[config.mk]
export PLATFORM = sky130hd
export DESIGN_NAME = universal_shift_register
export DESIGN_NICKNAME = d
export VERILOG_FILES = /design/src/rtl/universal_shift_register.sv
export SDC_FILE = /design/constraint.sdc
export NUM_CORES = 1
export LEC_CHECK = 0
export ABC_AREA = 1
export BUFFER_PORTS_ARGS = -buffer_cell sky130_fd_sc_hd__buf_2
export CORE_ASPECT_RATIO = 0.8
export CORE_UTILIZATION = 45
export CTS_BUF_LIST = sky130_fd_sc_hd__clkbuf_2 sky130_fd_sc_hd__clkbuf_4 sky130_fd_sc_hd__clkbuf_8
export CTS_CLUSTER_SIZE = 24
export DETAILED_ROUTE_END_ITERATION = 10
export PLACE_DENSITY = 0.77
export SKIP_LAST_GASP = 1
export SYNTH_ARGS = -nofsm -noshare
export SYNTH_HDL_FRONTEND = slang
export SYNTH_SLANG_ARGS = --single-unit
[constraint.sdc]
create_clock -name clk -period 1.4 [get_ports clk]
set_input_delay 0.28 -clock clk [delete_from_list [all_inputs] [get_ports clk]]
set_output_delay 0.28 -clock clk [all_outputs]
set_load 0.005 [all_outputs]
[src/rtl/universal_shift_register.sv]
// rtl/universal_shift_register.sv - parametrised universal shift register with burst engine
//
// Purpose:
//   Eight single-step modes (hold, shr, shl, load, rotr, rotl, asr, clear) and a
//   burst engine that repeats one latched shift/rotate mode cnt times autonomously.
//   Optional parity output is built only when USR_PARITY_EN is defined.
//
// Ports:
//   clk     rising-edge clock
//   reset   asynchronous, active-low reset
//   i       parallel load data
//   s       mode select
//   r       serial fill bit (shr into MSB, shl into LSB)
//   cnt     burst shift count, sampled with start
//   start   burst request, honoured in IDLE only
//   o       register contents
//   so      last bit shifted or rotated out
//   busy    high while a burst is running
//   done    one-cycle pulse on burst completion
//   parity  ^o (USR_PARITY_EN only)

module universal_shift_register #(
   parameter int WIDTH = 8,
   parameter int CNT_W = 4
) (
   input  logic             clk,
   input  logic             reset,
   input  logic [WIDTH-1:0] i,
   input  logic [2:0]       s,
   input  logic             r,
   input  logic [CNT_W-1:0] cnt,
   input  logic             start,
   output logic [WIDTH-1:0] o,
   output logic             so,
   output logic             busy,
   output logic             done
`ifdef USR_PARITY_EN
   ,
   output logic             parity
`endif
);

   localparam logic [0:0] IDLE = 1'b0;
   localparam logic [0:0] RUN  = 1'b1;

   localparam logic [2:0] M_HOLD  = 3'b000;
   localparam logic [2:0] M_SHR   = 3'b001;
   localparam logic [2:0] M_SHL   = 3'b010;
   localparam logic [2:0] M_LOAD  = 3'b011;
   localparam logic [2:0] M_ROTR  = 3'b100;
   localparam logic [2:0] M_ROTL  = 3'b101;
   localparam logic [2:0] M_ASR   = 3'b110;
   localparam logic [2:0] M_CLEAR = 3'b111;

   logic [0:0]       state;
   logic [2:0]       mode_q;
   logic [CNT_W-1:0] rem_q;

   logic [2:0]       op;
   logic [WIDTH-1:0] nxt_o;
   logic             nxt_so;
   logic             s_is_shift;

   // Only modes that move bits out of the register may be run as a burst.
   assign s_is_shift = (s == M_SHR) || (s == M_SHL) || (s == M_ROTR) ||
                       (s == M_ROTL) || (s == M_ASR);

   // During a burst the latched mode drives the datapath and s is ignored.
   assign op = (state == RUN) ? mode_q : s;

   always_comb begin
      nxt_o  = o;
      nxt_so = so;
      case (op)
         M_HOLD:  nxt_o = o;
         M_SHR:   begin nxt_o = {r, o[WIDTH-1:1]};        nxt_so = o[0];       end
         M_SHL:   begin nxt_o = {o[WIDTH-2:0], r};        nxt_so = o[WIDTH-1]; end
         M_LOAD:  nxt_o = i;
         M_ROTR:  begin nxt_o = {o[0], o[WIDTH-1:1]};     nxt_so = o[0];       end
         M_ROTL:  begin nxt_o = {o[WIDTH-2:0], o[WIDTH-1]}; nxt_so = o[WIDTH-1]; end
         M_ASR:   begin nxt_o = {o[WIDTH-1], o[WIDTH-1:1]}; nxt_so = o[0];     end
         M_CLEAR: nxt_o = '0;
         default: nxt_o = o;
      endcase
   end

   always_ff @(posedge clk or negedge reset) begin
      if (!reset) begin
         state  <= IDLE;
         mode_q <= M_HOLD;
         rem_q  <= '0;
         o      <= '0;
         so     <= 1'b0;
         busy   <= 1'b0;
         done   <= 1'b0;
      end else begin
         done <= 1'b0;
         if (state == IDLE) begin
            if (start && (cnt == '0)) begin
               // Empty burst: acknowledge without touching the register.
               done <= 1'b1;
            end else if (start && s_is_shift) begin
               // The start edge only arms the burst; the first op happens next edge.
               mode_q <= s;
               rem_q  <= cnt;
               busy   <= 1'b1;
               state  <= RUN;
            end else begin
               o  <= nxt_o;
               so <= nxt_so;
               if (start) begin
                  done <= 1'b1;
               end
            end
         end else begin
            o     <= nxt_o;
            so    <= nxt_so;
            rem_q <= rem_q - CNT_W'(1);
            if (rem_q == CNT_W'(1)) begin
               busy  <= 1'b0;
               done  <= 1'b1;
               state <= IDLE;
            end
         end
      end
   end

`ifdef USR_PARITY_EN
   assign parity = ^o;
`endif

endmodule

== Word level (Yosys, flattened, before mapping) ==
Index checks and enable logic that the tools add are counted.
Storage, ports and cells
  output and inout port bits: 11
  register bits: 19
Cells by class
  muxes and demuxes: 25
  equal/unequal tests: 16
  $add $sub $neg: 1
  reductions and logical operators: 15
  bitwise logic cells: 2
Operators with widths (count)
  8-bit case mux with 8 select lines: 1
  8-bit two-way mux: 3
  3-bit equality test (second input constant): 7
  1-bit two-way mux: 16
  4-bit two-way mux: 3
  3-bit by 2-bit equality test with 1-bit output (second input constant): 3
  3-bit by 1-bit equality test with 1-bit output (second input constant): 2
  3-bit AND reduction: 2
  4-bit by 1-bit equality test with 1-bit output (second input constant): 1
  4-bit zero test: 1
  1-bit logical OR: 4
  2-bit inequality test (second input constant): 2
  2-bit AND reduction: 2
  4-bit by 1-bit subtractor with 4-bit output (second input constant): 1
  3-bit zero test: 1
  3-bit two-way mux: 1
  3-bit OR reduction: 1
  1-bit logical AND: 2
  2-bit by 1-bit inequality test with 1-bit output (second input constant): 1
  1-bit NOT: 2
  1-bit case mux with 2 select lines: 1
  2-bit nonzero test: 1
  2-bit OR reduction: 1

== Longest topological paths before layout ==
Gate-level depths: netlist of the first run.
  word-level depth: 9
  depth in mapped cells: 10
  gate-level depth less buffers: 10

== Worst setup path before layout of the first run ==
OpenSTA, ideal clock, no wires.
  path kind: reg-to-reg
  start point: register state
  end point: register so
  buffers on the path: 1
  cell stages (with the launch flop): 10
  library setup time: 0.116 ns
  setup slack: 0.158 ns
  required time: 1.284 ns
  data arrival time: 1.126 ns
  cells stage by stage: dfrtp_1 buf_6 o21ai_4 nand2_2 nand2_4 nand2_2 nand2_1 o21ai_1 nand2_1 nand2_1
On the way
  cells in the longest elaborated chain, start to end: 7
  elaborated cells between the ends (all ways): 15
  those cells by class: 7 x eq/ne; 5 x mux; 3 x reduce/logical
Ends and longest elaborated chain
  start, declared: RTL line 55  | logic [0:0] state;
  start signal, assigned: RTL line 89  | state <= IDLE;
  start signal, assigned: RTL line 107  | state <= RUN;
  start signal, assigned: RTL line 122  | state <= IDLE;
  3-bit two-way mux: RTL line 69  | assign op = (state == RUN) ? mode_q : s;
  3-bit equality test (tied with other cells): RTL line 74  | case (op)
  3-bit OR reduction (no line) / 2-bit OR reduction (equally long branches)
  1-bit case mux with 2 select lines: RTL line 74
  1-bit two-way mux: RTL line 102  | end else if (start && s_is_shift) begin
  1-bit two-way mux: RTL line 99  | if (start && (cnt == '0)) begin
  1-bit two-way mux: RTL line 98  | if (state == IDLE) begin
  end signal, assigned: RTL line 110  | so <= nxt_so;
  end signal, assigned: RTL line 117  | so <= nxt_so;
  end, declared: RTL line 34  | output logic so,
Parallel ways exist; a longest one is shown, timed or not. The select of a mux whose other input is x is not followed.
A chain may end at the register's enable or synchronous reset.

== Final worst setup path of the first run ==
  start point: register state
  end point: register o[7]
On the way
  cells in the longest elaborated chain, start to end: 6
  elaborated cells between the ends (all ways): 16
  those cells by class: 9 x eq/ne; 5 x mux; 2 x reduce/logical
Ends and longest elaborated chain
  3-bit two-way mux: RTL line 69
  3-bit equality test (tied with other cells): RTL line 74
  8-bit case mux with 8 select lines: RTL line 74
  8-bit two-way mux: RTL line 102
  8-bit two-way mux: RTL line 99
  8-bit two-way mux: RTL line 98
  end signal, assigned: RTL line 109  | o <= nxt_o;
  end signal, assigned: RTL line 116  | o <= nxt_o;
  end, declared: RTL line 33  | output logic [WIDTH-1:0] o,
Parallel ways exist; a longest one is shown, timed or not. The select of a mux whose other input is x is not followed.

==> flow_metrics.tcl, run 1 <==
set metrics [dict create \
    synth.most_common_cell "nand2_1" \
    internal_power_w 0.00236 \
    dr.first_iter.drc_count 55 \
    yosysWarnings 0 \
    slowest_delay_ns 0.45 \
    tns_ns -0.225 \
    numPortBuffers 29 \
    drv_slew 0 \
    wl_per_cell_um 11.3 \
    finalHoldViolations 0 \
    drv_cap 0 \
    worst_skew_pair.late_latency_ns 0.26 \
    clock_path_buffers 2 \
    cts.sinks 19 \
    synthArstFlopShare_pct 100 \
    p_clk_share_pct 8.2 \
    drcViolationCount 0 \
    p_leak_nw 1.01 \
    clockRootBuffer "clkbuf_8" \
    grt_pass1_vias 1239 \
    cp_slowest_cell "dfrtp_2" \
    combinationalPowerShare_pct 69.2 \
    totalWireLength_mm 3.25 \
    worstPathMaxFanout 10 \
    synth_cell_types 20 \
    holdCritPathClass "input pin to register" \
    netlist_area_um2 1380 \
    path_cells "buf_12, nand2_4, nand2_4, nand3_4, nand3_2, o21ai_1, nand2_1" \
    p_sw_w 0.00249 \
    rows 17 \
    gp_congestion 0.874 \
    area_delta_synth_final_pct 27.7 \
    ir_drop_mv 1.36 \
    arrival_ns 1.60 \
    hold_path_depth 3 \
    timing.hold.ws_ns 0.244 \
    post-route-min-period_ns 1.45 \
    diodes 0 \
    critPathTopFamily "simple AND/OR/NAND/NOR gates" \
    switching_share_pct 51.4 \
    grt_pass1_wl_mm 5.25 \
    synthCells 208 \
    syn_avg_cell_area_um2 6.63 \
    outcome "finished with violations" \
    synth_seq_area_share_pct 34.5 \
    htreeDepth 1 \
    required_ns 1.56 \
    cpMostUsedCell "nand2_4" \
    grt_setup_unrepaired "true" \
    yosysTopAreaCell "dfrtp_1" \
    synth_top_area_share_pct 34.5 \
    nFillCells 256 \
    ant_nets 0 \
    violations "setup timing" \
    die_width_um 63.9 \
    grt_overflow_total 0 \
    worst_slew_pin_slew_ns 0.437 \
    cp-end-kind "register" \
    dp_worst_setup_slack_ns -0.0256 \
    cts_tree "done" \
    min-delay-start "s[2]" \
    r2r_cells 7 \
    path_buf_inv 1 \
    reg2reg_slack_ns -0.05 \
    fmax_mhz 692 \
    dr.pass1.iters 4 \
    path_class "register to register" \
    antenna_found_initial 0 \
    skew_ns 0.00463 \
    dp_hpwl_mm 2.34 \
    synth_common_cells "64 x nand2_1, 31 x inv_1, 29 x nor2_1" \
    setup_ws_ns -0.0457 \
    drive_gt1_share_pct 30.5 \
    dr_total_vias 1438 \
    ios 30 \
    drt-vias-per-instance 5.01 \
    initial_core_util_pct 48.8 \
    r2r-end "o[7]$_DFFE_PN0P_" \
    setup-violations-final 8 \
    grt_max_degree 20 \
    nets 271 \
    synth.area.top_cells "dfrtp_1 34%, nand2_1 17%, inv_1 8.4%, nor2_1 7.9%, nand2_2 6.3%" \
    synthesis.nets 229 \
    powerDensity_nw_per_um2 2750 \
    cp-start-kind "register" \
    cts_buffers 3 \
    clk_transition_reported_paths_ns 0.08 \
    slew_headroom_pct 70.9 \
    hold-path-endpoint "mode_q[2]$_DFFE_PN0P_" \
    coreArea_um2 2830 \
    synth_edf_count 0 \
    ys.flop_type "dfrtp_1" \
    cp.depth 7 \
    die_h_um 51.5 \
    die_area_um2 3290 \
    period_share_pct 103 \
    synth-seq-cells 19 \
    grt_use_total_pct 20.8 \
    r2r-start "state$_DFF_PN0_" \
    seqPwrFrac_pct 22.6 \
]
## final cells by class
type	instances	area, um2	share of cell area [%]
clock inverters	1	5.00	0.284
well taps	38	47.5	2.70
clock buffers	3	41.3	2.34
repair buffers	39	235	13.3
inverters	33	126	7.17
flip-flops and latches	19	477	27.0
multi-input cells	154	831	47.1
## cell families after synthesis
kind of cell	count (synthesis)	share of synthesized area, %
AND/OR/NAND/NOR	132	44.4
buffers and inverters	35	10.6
AO/OA/AOI/OAI	19	8.07
flip-flops	19	34.5
adder cells (fa/ha/maj)	2	1.81
XOR/XNOR	1	0.635
## cells in the final DEF (no fill, tap or decap)
cell type,n
nand3_2,2
xor2_1,1
nor2_1,27
dlygate4sd3_1,1
a21boi_1,1
o21ai_1,2
nand3_1,13
inv_2,2
clkinv_2,1
nand2_4,7
nor2_2,2
dfrtp_2,1
buf_12,1
nand2_2,13
a21oi_1,7
o211ai_1,1
clkbuf_8,3
ha_1,2
nand2_1,59
nand4_1,4
dfrtp_1,18
buf_2,29
inv_1,30
o21ai_0,7
o21ai_4,1
buf_4,8
inv_4,1
nor2_4,2
nand2_8,2
nand3_4,1
## registers in the layout (all words and copies together) (netlist names)
register / flops
o: 8
rem_q: 4
mode_q: 3
busy: 1
done: 1
so: 1
state: 1
## power groups by stage
stage | Clock, W | Sequential [W] | Combinational (W)
2_1_floorplan | 0 | 0.00106 | 0.00221
3_3_place_gp | 0 | 0.00109 | 0.00286
3_5_place_dp | 0 | 0.00109 | 0.00292
4_1_cts | 0.000410 | 0.00109 | 0.00310
5_1_grt | 0.000438 | 0.00113 | 0.00379
6_report | 0.000399 | 0.00109 | 0.00335
## worst max-delay path by stage
stage	startpoint	slack, ns	end
floorplan	state$_DFF_PN0_	0.16	so$_DFFE_PN0P_
global placement	state$_DFF_PN0_	0.04	so$_DFFE_PN0P_
detailed placement	state$_DFF_PN0_	-0.03	o[7]$_DFFE_PN0P_
global route	state$_DFF_PN0_	-0.13	o[4]$_DFFE_PN0P_
CTS	state$_DFF_PN0_	-0.03	o[6]$_DFFE_PN0P_
finish	state$_DFF_PN0_	-0.05	o[7]$_DFFE_PN0P_
## repair_timing
| action | CTS | global route |
|---|---|---|
| buffers inserted | 2 | 0 |
| setup endpoints to repair | 8 | 9 |
| pin swaps | 8 | 11 |
| resized for setup | 6 | 13 |
| hold buffers | 1 | 0 |
| hold endpoints to repair | 19 | 0 |
## metrics by stage
step | total power, W | util, % | cell area, um2 | std cells
final | 0.00485 | 62.3 | 1760 | 287
after detailed placement | 0.00401 | 57.1 | 1620 | 280
after global routing | 0.00536 | 62.3 | 1760 | 287
after floorplan | 0.00327 | - | 1380 | 208
after CTS | 0.00459 | 60.7 | 1720 | 287
after global placement | 0.00395 | 57.1 | 1620 | 280
## tightest hold or removal path: cells and delay by family
kind,cells,cell delay (ns)
buffers and inverters,1,0.09
AOI/OAI and AO/OA,1,0.05
and+or+nand+nor,1,0.04
## per-layer routing
layer  vias to the layer above  global-route usage [%]  wire length [um]
met2                        40                    34.0              1530
li1                        718                       -                 -
met4                         0                    4.92                31
met1                       673                    27.2              1530
met3                         7                    6.14               160
met5                         -                       0                 0
(Power assumes the default switching activity.)
==> inputs of run 2 (changes only) <==
clock period = 1.8 ns   (was 1.4 ns; I/O delays follow)
==> run 2 against run 1 <==
  * The flow now finishes without violations
  * Combinational power fell by 35%
  * Critical path depth rose by 2
  * Flip-flop and latch count did not move
  * Clock power fell by 20%
  * Clock-buffer cell count rose by 1
  * Power fell by 31%
  * Via count fell by 9.5%
  * Hold slack got worse by 0.22 ns
  * Global-route usage fell by 0.82 points
  * Sequential share of layout area rose by 2.6 points
  * Largest power group unchanged
==> flow_metrics.tcl, run 2 (synthesis results as in run 1) <==
set metrics [dict create \
    gp_congestion 0.827 \
    dp_hpwl_mm 2.20 \
    nFillCells 277 \
    arrival_ns 1.60 \
    post-route-min-period_ns 1.45 \
    path_class "register to register" \
    clock_path_buffers 2 \
    final_core_util_pct 56.8 \
    holdCritPathClass "input pin to asynchronous set/reset pin" \
    totalWireLength_mm 2.90 \
    dr.first_iter.drc_count 67 \
    dr.pass1.iters 4 \
    area_delta_synth_final_pct 16.4 \
    drive_gt1_share_pct 24.6 \
    antenna_found_initial 0 \
    drcViolationCount 0 \
    diodes 0 \
    htreeDepth 1 \
    tns_ns 0 \
    grt_setup_unrepaired "false" \
    cts.sinks 19 \
    dr_wl_met2_mm 1.23 \
    die_area_um2 3290 \
    cp-end-kind "register" \
    dr_total_vias 1302 \
    ios 30 \
    worstPathMaxFanout 10 \
    nets 262 \
    largest_register_ffs 8 \
    ir_drop_mv 0.979 \
    grt_use_total_pct 20.0 \
    wirelength_met1_mm 1.52 \
    drt-vias-per-instance 4.68 \
    hold_buffers 0 \
    slew_headroom_pct 71.0 \
    clockRootBuffer "clkbuf_8" \
    setup-violations-final 0 \
    coreArea_um2 2830 \
    ant_nets 0 \
    cts_setup_buffers 0 \
    finalHoldViolations 0 \
    rows 17 \
    grt_max_degree 20 \
    mostFrequentLayoutCells "64 x nand2_1, 31 x inv_1, 29 x nor2_1, 29 x buf_2, 19 x dfrtp_1" \
    wl_met3_um 122 \
    ctsResizeCount 0 \
    power_w 0.00333 \
    grt_pass1_wl_mm 5.02 \
    grt_pass1_vias 1168 \
    cts_tree "done" \
    grt_overflow_total 0 \
    worst_slew_pin_slew_ns 0.434 \
    cp-start-kind "register" \
    powerDensity_nw_per_um2 2080 \
    drv_slew 0 \
    reg.largest.list "o x8, rem_q x4, mode_q x3" \
    required_ns 1.95 \
    reg2reg_slack_ns 0.35 \
    p_leak_nw 0.949 \
    regArea_um2 475 \
    clk_transition_reported_paths_ns 0.07 \
    fmax_mhz 688 \
    cts_buffers 3 \
    die_h_um 51.5 \
    outcome "finished clean" \
    wl_per_cell_um 10.4 \
    drv_cap 0 \
    top_register "o" \
    worst_skew_pair.late_latency_ns 0.26 \
    skew_ns 0.00859 \
    mostFrequentLayoutCell "nand2_1" \
    numPortBuffers 29 \
    die_width_um 63.9 \
    period_share_pct 80.7 \
    multi_input_area_um2 758 \
    top_layer_used "met4" \
    timing.hold.ws_ns 0.0271 \
    initial_core_util_pct 48.8 \
]
## run 2: cell count changes in the layout (fill, tap and decap cells not counted), sizes merged
cell / previous run / this run
dlygate4sd3: 1 / 0
clkinv: 1 / 0
clkbuf: 3 / 4
buf: 38 / 30
## run 2: per-layer routing
layer  GRT usage [%]  vias to the layer above
met3            4.61                        5
met4            7.20                        0
met5               0                        -
li1                -                      701
met2            29.6                       24
met1            28.4                      572
## run 2: critical path: stages (launching register included)
cell and delay [ns]:
dfrtp_1 0.38, buf_4 0.19, nand2_2 0.08, nand2_2 0.10
nand3_2 0.11, nand2_2 0.07, nor2_4 0.18, nand2_1 0.08
nor2_1 0.11, nor2_1 0.05
## run 2: area by class of cell
cell class / count / share of cell area (%)
multi-input combinational: 154 / 47.2
sequential: 19 / 29.6
timing repair buffer: 30 / 9.50
inverter: 33 / 7.71
clock buffer: 4 / 3.04
tap: 38 / 2.96
## run 2: where the power goes
part	total, W	internal [W]	switching (W)
clock	0.000318	0.000173	0.000145
combinational	0.00218	0.000788	0.00139
sequential	0.000835	0.000666	0.000169
## run 2: final timing paths
path,from,to,cells past startpoint
hold / removal,reset,rem_q[2]$_DFFE_PN0P_,1
min in group clk,s[2],mode_q[2]$_DFFE_PN0P_,3
setup reg to reg,state$_DFF_PN0_,o[4]$_DFFE_PN0P_,9
hold reg to reg,so$_DFFE_PN0P_,so$_DFFE_PN0P_,2
max in group asynchronous,reset,o[6]$_DFFE_PN0P_,1
setup / recovery,state$_DFF_PN0_,o[4]$_DFFE_PN0P_,9
## run 2: stage by stage
stage	cells	setup WS, ns	area [um2]
after CTS	278	0.346	1610
after floorplan	208	0.558	1380
after global routing	278	0.190	1610
after detailed placement	274	0.288	1560
after global placement	274	0.325	1560
final	278	0.347	1610
